File: src/rtl/sram_arbiter_pkg.sv
// Shared definitions for the SRAM slot arbiter: owner encoding and default widths.
package sram_arbiter_pkg;

    localparam int AW_DEF = 16;
    localparam int DW_DEF = 8;

    localparam logic [1:0] OWN_CPU = 2'd0;
    localparam logic [1:0] OWN_VID = 2'd1;
    localparam logic [1:0] OWN_DMA = 2'd2;

endpackage

File: src/rtl/sram_arbiter.sv
// Slot arbiter for the single SRAM port. Every sys_clk cycle is one slot owned by
// the CPU, the video fetch engine or the DMA engine. The CPU is stalled with
// cpu_hold when it wants RAM but loses the slot, and it is force-granted after
// MAX_STALL consecutive stalls.
module sram_arbiter
    import sram_arbiter_pkg::*;
#(
    parameter int AW        = AW_DEF,
    parameter int DW        = DW_DEF,
    parameter int MAX_STALL = 4
) (
    input  logic          clk,
    input  logic          rst,
    input  logic [AW-1:0] cpu_ad,
    input  logic          cpu_rw,
    input  logic          cpu_cs,
    output logic          cpu_hold,
    input  logic          vid_req,
    input  logic [AW-1:0] vid_ad,
    output logic          vid_ack,
    output logic [DW-1:0] vid_data,
    input  logic          dma_req,
    input  logic [AW-1:0] dma_ad,
    input  logic          dma_rw,
    input  logic [DW-1:0] dma_wd,
    output logic          dma_ack,
    output logic [DW-1:0] dma_data,
    input  logic [DW-1:0] cpu_wd,
    output logic [AW-1:0] ram_ad,
    output logic          ram_rw,
    output logic          ram_cs,
    output logic [DW-1:0] ram_wd,
    input  logic [DW-1:0] ram_rd,
    output logic [1:0]    owner
);

    logic          vid_ack_q, vid_ack_d;
    logic          dma_ack_q, dma_ack_d;
    logic [DW-1:0] vid_data_q, vid_data_d;
    logic [DW-1:0] dma_data_q, dma_data_d;
    logic [3:0]    stall_cnt_q, stall_cnt_d;
    logic          force_cpu;
    logic [1:0]    own;

    assign force_cpu = (stall_cnt_q == 4'(MAX_STALL));

    // Slot owner: forced CPU slot first, then video, then DMA; a requester is
    // masked in its own ack cycle so continuous video cannot starve DMA.
    always_comb begin
        own = OWN_CPU;
        if (rst || force_cpu)
            own = OWN_CPU;
        else if (vid_req && !vid_ack_q)
            own = OWN_VID;
        else if (dma_req && !dma_ack_q)
            own = OWN_DMA;
    end

    // SRAM-side mux follows the owner; the port is deselected while in reset.
    always_comb begin
        ram_ad = cpu_ad;
        ram_rw = cpu_rw;
        ram_wd = cpu_wd;
        ram_cs = cpu_cs;
        unique case (own)
            OWN_VID: begin
                ram_ad = vid_ad;
                ram_rw = 1'b1;
                ram_cs = 1'b1;
            end
            OWN_DMA: begin
                ram_ad = dma_ad;
                ram_rw = dma_rw;
                ram_wd = dma_wd;
                ram_cs = 1'b1;
            end
            default: ;
        endcase
        if (rst)
            ram_cs = 1'b0;
    end

    assign cpu_hold = !rst && cpu_cs && (own != OWN_CPU);

    // Next-state for acks, read-data latches and the consecutive-stall counter.
    always_comb begin
        vid_ack_d   = (own == OWN_VID);
        dma_ack_d   = (own == OWN_DMA);
        vid_data_d  = vid_data_q;
        dma_data_d  = dma_data_q;
        stall_cnt_d = cpu_hold ? stall_cnt_q + 4'd1 : 4'd0;
        if (own == OWN_VID)
            vid_data_d = ram_rd;
        if (own == OWN_DMA && dma_rw)
            dma_data_d = ram_rd;
    end

    // State registers; reset drops any in-flight slot without an ack.
    always_ff @(posedge clk) begin
        if (rst) begin
            vid_ack_q   <= 1'b0;
            dma_ack_q   <= 1'b0;
            vid_data_q  <= '0;
            dma_data_q  <= '0;
            stall_cnt_q <= '0;
        end else begin
            vid_ack_q   <= vid_ack_d;
            dma_ack_q   <= dma_ack_d;
            vid_data_q  <= vid_data_d;
            dma_data_q  <= dma_data_d;
            stall_cnt_q <= stall_cnt_d;
        end
    end

    assign vid_ack  = vid_ack_q;
    assign dma_ack  = dma_ack_q;
    assign vid_data = vid_data_q;
    assign dma_data = dma_data_q;
    assign owner    = own;

endmodule

File: config.mk
export PLATFORM = sky130hd
export DESIGN_NAME = sram_arbiter
export DESIGN_NICKNAME = d
export VERILOG_FILES = /design/src/rtl/sram_arbiter_pkg.sv /design/src/rtl/sram_arbiter.sv
export SDC_FILE = /design/constraint.sdc
export NUM_CORES = 1
export LEC_CHECK = 0
export CORE_ASPECT_RATIO = 1.5
export CORE_MARGIN = 2
export CORE_UTILIZATION = 32
export DETAILED_ROUTE_END_ITERATION = 10
export PLACE_DENSITY = 0.85
export SLEW_MARGIN = 10
export SYNTH_ARGS = -nofsm -noshare
export SYNTH_HDL_FRONTEND = slang
export SYNTH_SLANG_ARGS = --single-unit
File: constraint.sdc
create_clock -name clk -period 3.7 [get_ports clk]
set_clock_uncertainty 0.2 [all_clocks]
set_input_delay 0.74 -clock clk [delete_from_list [all_inputs] [get_ports clk]]
set_output_delay 0.74 -clock clk [all_outputs]
set_load 0.02 [all_outputs]
# Yosys cells after proc, flatten, opt, wreduce, memory -nomap -nowiden
# Index checks and enable logic that the tools add are counted.
totals:
  elab_cells: 30
  out_inout_bits: 47
  reg_bits: 22
op_classes:
  muxes: 8
  reduce_logical: 12
  n_eq_ne: 3
  n_addsub: 1
  bitwise_logic: 1
op_table:
  columns: ["op", "n"]
  rows:
  - ["one-hot mux 16 bit (2 select lines)", 1]
  - ["2-to-1 mux 8 bit", 1]
  - ["2-to-1 mux 2 bit", 3]
  - ["logical AND 1 bit", 5]
  - ["adder 4 x 1 -> 4 bit (second input constant)", 1]
  - ["== test 4 x 3 -> 1 bit (second input constant)", 1]
  - ["OR reduction 2 bit", 2]
  - ["logical NOT 1 bit", 3]
  - ["== test 2 x 1 -> 1 bit (second input constant)", 1]
  - ["== test 2 bit (second input constant)", 1]
  - ["2-to-1 mux 1 bit", 2]
  - ["one-hot mux 1 bit (2 select lines)", 1]
  - ["nonzero test 2 bit", 1]
  - ["logical OR 1 bit", 1]
  - ["NOT 1 bit", 1]

# Logic depth before layout (Yosys ltp)
# Gate-level depths: netlist of run 1.
logic_depth:
  ltp_word: 9
  ltp_mapped: 8
  depth_no_buf: 6

# Worst setup path after synthesis of run 1
# No wires, ideal clock.
synth_timing:
  path_type: "input to output"
  startpoint: "input dma_req"
  endpoint: "output ram_ad[0]"
  slack_ns: 0.758
  cell_stages: 6
  arrival_ns: 2.002
  n_path_buf: 2
  cell_sequence: "nand2b_1 -> nand2b_1 -> clkbuf_1 -> clkbuf_1 -> o22ai_1 -> a21oi_1"
synth_via:
  elab_chain_len: 6
  elab_cells_between_ends: 7
  cone_classes: "eq/ne: 2; mux: 4; reduce/logical: 1"
synth_rtl:
  columns: ["element", "line", "rtl"]
  rows:
  - ["start, declared", "sram_arbiter.sv:22", "input logic dma_req,"]
  - ["logical AND 1 bit *", "sram_arbiter.sv:55", "else if (dma_req && !dma_ack_q)"]
  - ["2-to-1 mux 2 bit *", "sram_arbiter.sv:55", null]
  - ["2-to-1 mux 2 bit *", "sram_arbiter.sv:53", "else if (vid_req && !vid_ack_q)"]
  - ["2-to-1 mux 2 bit *", "sram_arbiter.sv:51", "if (rst || force_cpu)"]
  - ["== test 2 bit or == test 2 x 1 -> 1 bit (tied branches)", "sram_arbiter.sv:65", "unique case (own)"]
  - ["one-hot mux 16 bit (2 select lines) *", "sram_arbiter.sv:65", null]
  - ["end, declared", "sram_arbiter.sv:29", "output logic [AW-1:0] ram_ad,"]
# Every way passes the cells marked *; elsewhere a longest branch is shown, timed or not.

# Worst setup path after layout of run 1
layout_timing:
  startpoint: "input rst"
  endpoint: "output ram_ad[5]"
layout_via:
  elab_chain_len: 4
  elab_cells_between_ends: 5
  cone_classes: "eq/ne: 2; mux: 2; reduce/logical: 1"
layout_rtl:
  columns: ["element", "line", "rtl"]
  rows:
  - ["start, declared", "sram_arbiter.sv:13", "input logic rst,"]
  - ["logical OR 1 bit *", "sram_arbiter.sv:51", null]
  - ["2-to-1 mux 2 bit *", "sram_arbiter.sv:51", null]
  - ["== test 2 bit or == test 2 x 1 -> 1 bit (tied branches)", "sram_arbiter.sv:65", null]
  - ["one-hot mux 16 bit (2 select lines) *", "sram_arbiter.sv:65", null]
# Marks and branches as above.

==> results.txt, run 1 <==
area grow syn2layout -> 112.3%
number of synthesized register bits -> 22
most common cell after layout, fill and taps aside -> clkdlybuf4s50_1
Syn Nets -> 251
crit path launch type -> input pin
max incr delay on CP -> 0.61 ns
total gr overflow -> 0
sequential-to-total area share from yosys stat -> 33.36%
CTS tree -> built
Core ar. -> 3959 um2
Total Wirelength -> 4832 um
final hold viol count -> 0
# nets final -> 377
Clock Sinks -> 22
Total Routing Usage GR -> 20.52%
input/output buffers -> 125
total CTS buffers -> 3
syn_area_per_cell -> 7.765 um2
kind of critical path -> in2out
Antenna diodes -> 0
Site Rows -> 28
arrival time at the worst endpoint -> 2.66 ns
Final Non-Filler Cells -> 340
Min-Delay Path Class -> reg2reg
clock transition at the registers of the reported paths -> 0.08 ns
most frequent cells in the layout -> clkdlybuf4s50_1, dlymetal6s2s_1, a21oi_1
dpl cells -> 336
pre-CTS setup slack -> -0.06923 ns
Routed wire per std cell -> 14.21 um
first-pass GRT wire length -> 7679 um
via count -> 1,709
most area-consuming cells after synthesis -> dfxtp_1, a21oi_1, nand2b_1
Peak supply drop -> 233.0 uV
drt via density -> 5.026
GPL Wtd Cong -> 0.7915
vias in the first global route -> 1,802
DRT Pass-1 Iters -> 4
mapped cell area -> 1320 um2
Critical-path top delay cell -> clkdlybuf4s50_1
detailed-route DRC error count -> 0
max-slew violations -> 0
Final min period -> 3.596 ns
Final WS setup -> 0.1036 ns
crit end category -> output port
Slew @ Worst Pin -> 0.6414 ns
pin count of the biggest net entering global routing -> 20
initial antenna violation count -> 0
max cap viols -> 0
Starting Density -> 33.34%
Crit path required time -> 2.76 ns
synth unique cells -> 24
RSZ-0062 raised after global routing -> false
Yosys top cell by area -> dfxtp_1
Final ANT Viol Nets -> 0
First DRT Iteration DRCs -> 17
critical path fanouts, max -> 6
die width -> 56.44 um
f_max -> 0.2781 GHz
HPWL Detailed -> 3843 um
full die area -> 4665 um2
CP top delay family -> buffers and inverters
H-tree lvl count -> 1
root buf cell -> clkbuf_8
pwr/cell area -> 281.4 nW/um2
worst skew pair latency -> 0.26 ns
boundary pin count -> 126
Die Y-Extent -> 82.66 um
synth warn -> 0
final setup violation count -> 0
layout cells sized above 1 -> 9.153%
final core utilization -> 70.80%
period utilization -> 97.20%
synthesized instance count -> 170
Static Leak -> 1.268 nW
status -> finished, final reports clean
total power -> 0.7887 mW
critical-path cell list -> clkdlybuf4s50_1 -> buf_4 -> a211oi_2 -> buf_4 -> nor2_1 -> a21oi_1 -> clkdlybuf4s50_1
Slew Limit Headroom -> 57.19%
area share of the largest cell type after synthesis -> 33.36%
Buf/Inv on CP -> 4
Longest Clk Path Bufs -> 2
## stage by stage
stage	hold WS [ns]	setup TNS [ns]	area [um2]
2_1_floorplan	0.2297	0	1320
3_3_place_gp	0.2463	0	2660
3_5_place_dp	0.2691	-0.4561	2660
4_1_cts	0.2815	0	2734
5_1_grt	0.3120	0	2803
6_report	0.2776	0	2803
## synthesized netlist by cell type, drive strengths merged
cell	instances
nor2	23
nand2b	19
a21oi	25
and3b	1
clkbuf	8
mux2	8
and3	1
inv	4
nor3	2
nand3	1
ha	2
a31o	8
o22ai	16
xnor2	1
buf	8
nor4b	2
nand2	9
o21ai	8
a211oi	1
dfxtp	22
xor2	1
## sequential cells by signal, summed over array words and instances (netlist names)
name         count
stall_cnt_q      4
dma_data         8
dma_ack          1
vid_data         8
vid_ack          1
## worst min-delay path, cell delays in order, from the launching register on
cell,delay (ns)
dfxtp_1,0.32
nand2b_1,0.06
o21ai_0,0.06
## final cells by class
cell class | instances | area [um2]
clock buffer | 3 | 41.29
clock inverter | 1 | 30.03
fill | 314 | 1156
inverter | 4 | 15.01
multi-input combinational | 128 | 784.5
sequential | 22 | 440.4
tap | 45 | 56.30
timing repair buffer | 137 | 1435
## power by group
| group | internal [mW] | total, mW | switching [mW] | leakage (nW) |
|---|---|---|---|---|
| Sequential | 0.249 | 0.256 | 0.00666 | 0.180 |
| Clock | 0.144 | 0.222 | 0.0778 | 0.0357 |
| Combinational | 0.179 | 0.311 | 0.132 | 1.05 |
| Total | 0.572 | 0.789 | 0.217 | 1.27 |
## final timing paths
kind | from | endpoint | slack (ns) | depth (start not counted)
worst max register to register | stall_cnt_q[0]$_SDFF_PP0_ | dma_data[3]$_SDFFE_PP0P_ | 1.49 | 8
worst min-delay path | vid_data[0]$_SDFFE_PP0N_ | vid_data[0]$_SDFFE_PP0N_ | 0.28 | 2
worst min register to register | vid_data[0]$_SDFFE_PP0N_ | vid_data[0]$_SDFFE_PP0N_ | 0.28 | 2
worst max-delay path | rst | ram_ad[5] | 0.10 | 7
## layer usage
layer | track usage, % | vias up | wire length, um
li1 | - | 845 | -
met1 | 20.49 | 781 | 1776
met2 | 41.86 | 79 | 2710
met3 | 3.427 | 4 | 285
met4 | 7.143 | 0 | 60
met5 | 0 | - | 0
## logic make-up after synthesis
logic type,synth area share (%)
fa+ha+maj,1.895
flops,33.36
buf+inv,7.772
xor+xnor,1.327
compound gates,25.97
simple gates,22.84
mux,6.825
## what timing repair did
action                                  in CTS  in global routing
setup buffers                                0                  0
hold buffers                                 0                  0
endpoints found under the setup margin      16                 26
gates resized for setup                      1                 27
Note: power is estimated with default switching activity, not from simulation.
==> run 2, diff against run 1 <==
--- a/config.mk
+++ b/config.mk
@@ -9,6 +9,7 @@
 export CORE_MARGIN = 2
 export CORE_UTILIZATION = 32
 export DETAILED_ROUTE_END_ITERATION = 10
+export GPL_TIMING_DRIVEN = 0
 export PLACE_DENSITY = 0.85
 export SLEW_MARGIN = 10
 export SYNTH_ARGS = -nofsm -noshare
==> results.txt, run 2 (synthesized netlist as in run 1, its figures left out) <==
status -> finished, final reports clean
final core utilization -> 67.41% (-3.4 points)
final setup violation count -> 0 (unchanged)
CP top delay family -> buffers and inverters
Crit path required time -> 2.76 ns (about the same)
Total Routing Usage GR -> 20.10% (-0.42 points)
CTS Hold Buffers Added -> 0 (unchanged)
root buf cell -> clkbuf_8
dpl cells -> 339 (+0.89%)
vias in the first global route -> 1,714 (-4.9%)
arrival time at the worst endpoint -> 2.71 ns (+0.05 ns)
most common cell after layout, fill and taps aside -> clkdlybuf4s50_1
critical-path cell list -> clkdlybuf4s50_1 -> nor3_2 -> buf_2 -> buf_4 -> clkdlybuf4s50_1
hold path depth -> 1 (-1)
Hold WS -> 0.2726 ns (-0.005039 ns)
register area -> 440.4 um2 (unchanged)
met1 usage -> 21.25% (+0.76 points)
Final Non-Filler Cells -> 344 (+1.2%)
max incr delay on CP -> 0.59 ns (-0.02 ns)
final hold viol count -> 0 (unchanged)
Final ANT Viol Nets -> 0 (unchanged)
max cap viols -> 0 (unchanged)
critical path fanouts, max -> 10 (+4)
total power -> 0.6921 mW (-12%)
Slew @ Worst Pin -> 0.4000 ns (-0.2414 ns)
Core ar. -> 3959 um2 (unchanged)
period utilization -> 98.64% (+1.4 points)
Site Rows -> 28 (unchanged)
first-pass GRT wire length -> 7548 um (-1.7%)
Clock Sinks -> 22 (unchanged)
total CTS buffers -> 3 (unchanged)
Static Leak -> 1.086 nW (-14%)
initial antenna violation count -> 0 (unchanged)
Total Wirelength -> 4615 um (-4.5%)
Worst R2R Path Depth -> 9 (+1)
worst skew pair latency -> 0.26 ns (about the same)
Critical-path top delay cell -> clkdlybuf4s50_1
GR peak layer -> met2
via count -> 1,697 (-0.70%)
clock transition at the registers of the reported paths -> 0.07 ns (about the same)
Routed wire per std cell -> 13.42 um (-5.6%)
GPL Wtd Cong -> 0.7323 (-7.5%)
most frequent cells in the layout -> clkdlybuf4s50_1, dlygate4sd2_1, a21oi_1
# nets final -> 382 (+1.3%)
R2R Setup Slk -> 1.63 ns (+0.14 ns)
max-slew violations -> 0 (unchanged)
total gr overflow -> 0 (unchanged)
f_max -> 0.2740 GHz (-1.5%)
First DRT Iteration DRCs -> 37 (+20)
TNS Setup -> 0 ns (unchanged)
layout cells sized above 1 -> 10.70% (+1.5 points)
Worst path depth -> 5 (-2)
filler instances -> 345 (+9.9%)
detailed-route DRC error count -> 0 (unchanged)
routing usage on met2 -> 39.30% (-2.6 points)
Longest Clk Path Bufs -> 2 (unchanged)
kind of critical path -> in2out
area grow syn2layout -> 102.2%
Slew Limit Headroom -> 73.19% (+16 points)
pwr/cell area -> 259.3 nW/um2 (-7.8%)
die width -> 56.44 um (unchanged)
RSZ-0062 raised after global routing -> true
pin count of the biggest net entering global routing -> 12 (-40%)
crit end category -> output port
H-tree lvl count -> 1 (unchanged)
CTS tree -> built
Min-Delay Path Class -> reg2reg
full die area -> 4665 um2 (unchanged)
Final min period -> 3.650 ns (+0.05311 ns)
crit path launch type -> input pin
HPWL Detailed -> 3798 um (-1.2%)
input/output buffers -> 124 (-0.80%)
drt via density -> 4.933 (-1.9%)
Buf/Inv on CP -> 4 (unchanged)
Die Y-Extent -> 82.66 um (unchanged)
Starting Density -> 33.34% (unchanged)
boundary pin count -> 126 (unchanged)
Crit path top cell by count -> clkdlybuf4s50_1
Antenna diodes -> 0 (unchanged)
Peak supply drop -> 201.1 uV (-14%)
area of the multi-input gates -> 787.0 um2 (+0.32%)
GR Util met3 -> 3.271% (-0.16 points)
DRT Pass-1 Iters -> 4 (unchanged)
run 2: path summary, 6_finish.rpt:
path | from | end
max | rst | owner[0]
min | stall_cnt_q[0]$_SDFF_PP0_ | stall_cnt_q[0]$_SDFF_PP0_
max reg2reg | stall_cnt_q[0]$_SDFF_PP0_ | dma_data[4]$_SDFFE_PP0P_
min reg2reg | stall_cnt_q[0]$_SDFF_PP0_ | stall_cnt_q[0]$_SDFF_PP0_
run 2: power by group:
group,internal (mW),switching (mW),leakage (nW)
registers,0.249,0.00632,0.180
logic,0.160,0.132,0.885
clock network,0.0726,0.0723,0.0216
run 2: per-stage QoR:
step	worst slack, ns	instance area [um2]
final	0.05046	2669
after global placement	-0.3873	2618
after detailed placement	-0.3745	2618
after floorplan	0.7582	1320
after CTS	0.02192	2666
after global routing	-0.07192	2669
run 2: timing repair:
item	CTS	global route
buffers inserted	3	0
resized for setup	38	1
pin swaps	1	0
endpoints found under the setup margin	29	15
run 2: worst register-to-register path, cell delays in order (launching register included):
cell,delay [ns]
dfxtp_1,0.38
inv_1,0.06
ha_1,0.18
and3b_1,0.18
buf_6,0.13
nor4b_4,0.28
buf_4,0.17
buf_6,0.13
a21oi_1,0.08
a31o_1,0.18
run 2: layout make-up:
| type | count | area share (%) |
|---|---|---|
| flip-flops and latches | 22 | 16.50 |
| well taps | 45 | 2.110 |
| plain buffers | 15 | 3.610 |
| inverters | 4 | 0.5626 |
| multi-input cells | 128 | 29.49 |
| clock buffers | 3 | 1.547 |
| repair buffers | 127 | 46.18 |
run 2: layer usage:
metal  part of all wire [%]  up-vias  wire, um
li1                       -      855         -
met1                     37      757      1723
met2                     55       80      2542
met3                    6.2        5       284
met4                    1.4        0        64
met5                      0        -         0
==> run 3, diff against run 2 <==
--- a/config.mk
+++ b/config.mk
@@ -10,7 +10,7 @@
 export CORE_UTILIZATION = 32
 export DETAILED_ROUTE_END_ITERATION = 10
 export GPL_TIMING_DRIVEN = 0
-export PLACE_DENSITY = 0.85
+export PLACE_DENSITY = 0.87
 export SLEW_MARGIN = 10
 export SYNTH_ARGS = -nofsm -noshare
 export SYNTH_HDL_FRONTEND = slang
==> results.txt, run 3 (synthesized netlist as in run 1, its figures left out) <==
status -> finished, final reports clean
area grow syn2layout -> 106.8%
RR Startpoint -> stall_cnt_q[0]$_SDFF_PP0_
First DRT Iteration DRCs -> 43 (+16%)
input/output buffers -> 124 (unchanged)
Final Non-Filler Cells -> 345 (+0.29%)
Routed wire per std cell -> 13.47 um (+0.42%)
pin count of the biggest net entering global routing -> 14 (+2)
Hold WS -> 0.2757 ns (+0.003104 ns)
Slew @ Worst Pin -> 0.3609 ns (-0.03916 ns)
layout cells sized above 1 -> 11.33% (+0.63 points)
initial antenna violation count -> 0 (unchanged)
first-pass GRT wire length -> 7314 um (-3.1%)
met1 usage -> 19.21% (-2.0 points)
Reg-to-Reg End -> dma_data[1]$_SDFFE_PP0P_
f_max -> 0.2820 GHz (+2.9%)
total gr overflow -> 0 (unchanged)
Total Wirelength -> 4648 um (+0.72%)
DP Area -> 2618 um2 (unchanged)
total CTS buffers -> 3 (unchanged)
root buf cell -> clkbuf_8
CP Launch Point -> dma_req
Longest Clk Path Bufs -> 2 (unchanged)
pwr/cell area -> 282.8 nW/um2 (+9.0%)
Worst Hold End -> stall_cnt_q[0]$_SDFF_PP0_
Peak supply drop -> 328.4 uV (+63%)
drt via density -> 4.977 (+0.89%)
crit path launch type -> input pin
Worst path depth -> 7 (+2)
max-slew violations -> 0 (unchanged)
arrival time at the worst endpoint -> 2.61 ns (-0.10 ns)
critical path fanouts, max -> 10 (unchanged)
Min-Delay Path Class -> reg2reg
Final ANT Viol Nets -> 0 (unchanged)
Critical-path top delay cell -> clkdlybuf4s50_1
filler instances -> 355 (+2.9%)
hold path depth -> 1 (unchanged)
worst skew pair latency -> 0.26 ns (about the same)
vias in the first global route -> 1,698 (-0.93%)
GR Util met3 -> 3.583% (+0.31 points)
R2R Setup Slk -> 1.64 ns (about the same)
final hold viol count -> 0 (unchanged)
Starting Density -> 33.34% (unchanged)
DRT Pass-1 Iters -> 4 (unchanged)
period utilization -> 95.84% (-2.8 points)
clock transition at the registers of the reported paths -> 0.08 ns (about the same)
die width -> 56.44 um (unchanged)
CTS tree -> built
GPL Wtd Cong -> 0.7387 (+0.87%)
GR peak layer -> met2
Worst R2R Path Depth -> 9 (unchanged)
dpl cells -> 339 (unchanged)
Die Y-Extent -> 82.66 um (unchanged)
boundary pin count -> 126 (unchanged)
most frequent cells in the layout -> clkdlybuf4s50_1, a21oi_1, dlygate4sd2_1
CTS Hold Buffers Added -> 0 (unchanged)
kind of critical path -> in2out
Hold Crit Start -> stall_cnt_q[0]$_SDFF_PP0_
routing usage on met2 -> 38.02% (-1.3 points)
via count -> 1,717 (+1.2%)
detailed-route DRC error count -> 0 (unchanged)
H-tree lvl count -> 1 (unchanged)
Final min period -> 3.546 ns (-0.1034 ns)
Crit path required time -> 2.76 ns (about the same)
critical-path cell list -> clkdlybuf4s50_1 -> nand2b_1 -> nor4b_4 -> buf_4 -> buf_6 -> mux2_2 -> dlygate4sd2_1
final instance area -> 2730 um2 (+2.3%)
Buf/Inv on CP -> 4 (unchanged)
Antenna diodes -> 0 (unchanged)
Total Routing Usage GR -> 19.36% (-0.74 points)
Core ar. -> 3959 um2 (unchanged)
max cap viols -> 0 (unchanged)
CP top delay family -> buffers and inverters
Static Leak -> 1.123 nW (+3.4%)
final setup violation count -> 0 (unchanged)
max incr delay on CP -> 0.45 ns (-0.14 ns)
HPWL Detailed -> 3731 um (-1.8%)
Slew Limit Headroom -> 75.94% (+2.8 points)
# nets final -> 382 (unchanged)
most common cell after layout, fill and taps aside -> clkdlybuf4s50_1
Clock Sinks -> 22 (unchanged)
full die area -> 4665 um2 (unchanged)
RSZ-0062 raised after global routing -> false
Site Rows -> 28 (unchanged)
crit end category -> output port
==> run 3: cell types whose count changed in the layout (fill, tap and decap cells not counted), sizes merged <==
cell,before,now
buf,11,12
bufinv,0,1
clkbuf,10,9
dlygate4sd2,27,23
dlymetal6s2s,1,5
==> run 3: worst max-delay path by stage <==
stage / end / slack, ns
after detailed placement: ram_ad[0] / -0.34
after global placement: ram_ad[1] / -0.31
after global routing: owner[0] / 0.04
after floorplan: ram_ad[0] / 0.76
after CTS: ram_rw / -0.01
final: ram_wd[6] / 0.15
==> run 3: repair_timing <==
action	4_1_cts	5_1_grt
pin swaps	1	0
setup endpoints to repair	29	5
resized for setup	36	7
setup buffers	3	0
gates cloned	0	0
==> run 3: final cells by class <==
type | count | area, um2 | area share, %
repair buffers | 127 | 1247 | 45.69
multi-input cells | 128 | 803.3 | 29.42
flip-flops and latches | 22 | 440.4 | 16.13
plain buffers | 15 | 96.34 | 3.529
well taps | 45 | 56.30 | 2.062
clock buffers | 3 | 41.29 | 1.512
clock inverters | 1 | 30.03 | 1.100
inverters | 4 | 15.01 | 0.5500
==> run 3: stage by stage <==
| stage | setup TNS (ns) | power, mW | worst slack [ns] | util (%) |
|---|---|---|---|---|
| finish | 0 | 0.7720 | 0.1539 | 68.96 |
| floorplan | 0 | 0.3903 | 0.7582 | - |
| global route | 0 | 0.8084 | 0.04002 | 68.96 |
| detailed placement | -5.966 | 0.5679 | -0.3388 | 66.12 |
| global placement | -5.253 | 0.5633 | -0.3127 | 66.12 |
| CTS | -0.02235 | 0.7769 | -0.01276 | 68.49 |
==> run 3: worst reg2reg max path, delay by kind of cell, from the launching register on <==
kind	cells	cell delay, ns
AOI/OAI and AO/OA	2	0.27
adders and majority gates	1	0.18
buffers and inverters	4	0.54
DFF	1	0.39
and+or+nand+nor	2	0.39
==> run 3: report_power, final <==
group	total (mW)	switching [mW]	internal [mW]	leakage (nW)
sequential	0.256	0.00680	0.249	0.180
clock	0.221	0.0764	0.144	0.0357
combinational	0.296	0.133	0.163	0.907
==> run 3: routing by layer <==
metal | vias to the layer above | wire [um]
li1 | 853 | -
met1 | 764 | 1632
met2 | 88 | 2598
met3 | 12 | 271
met4 | 0 | 147
met5 | - | 0
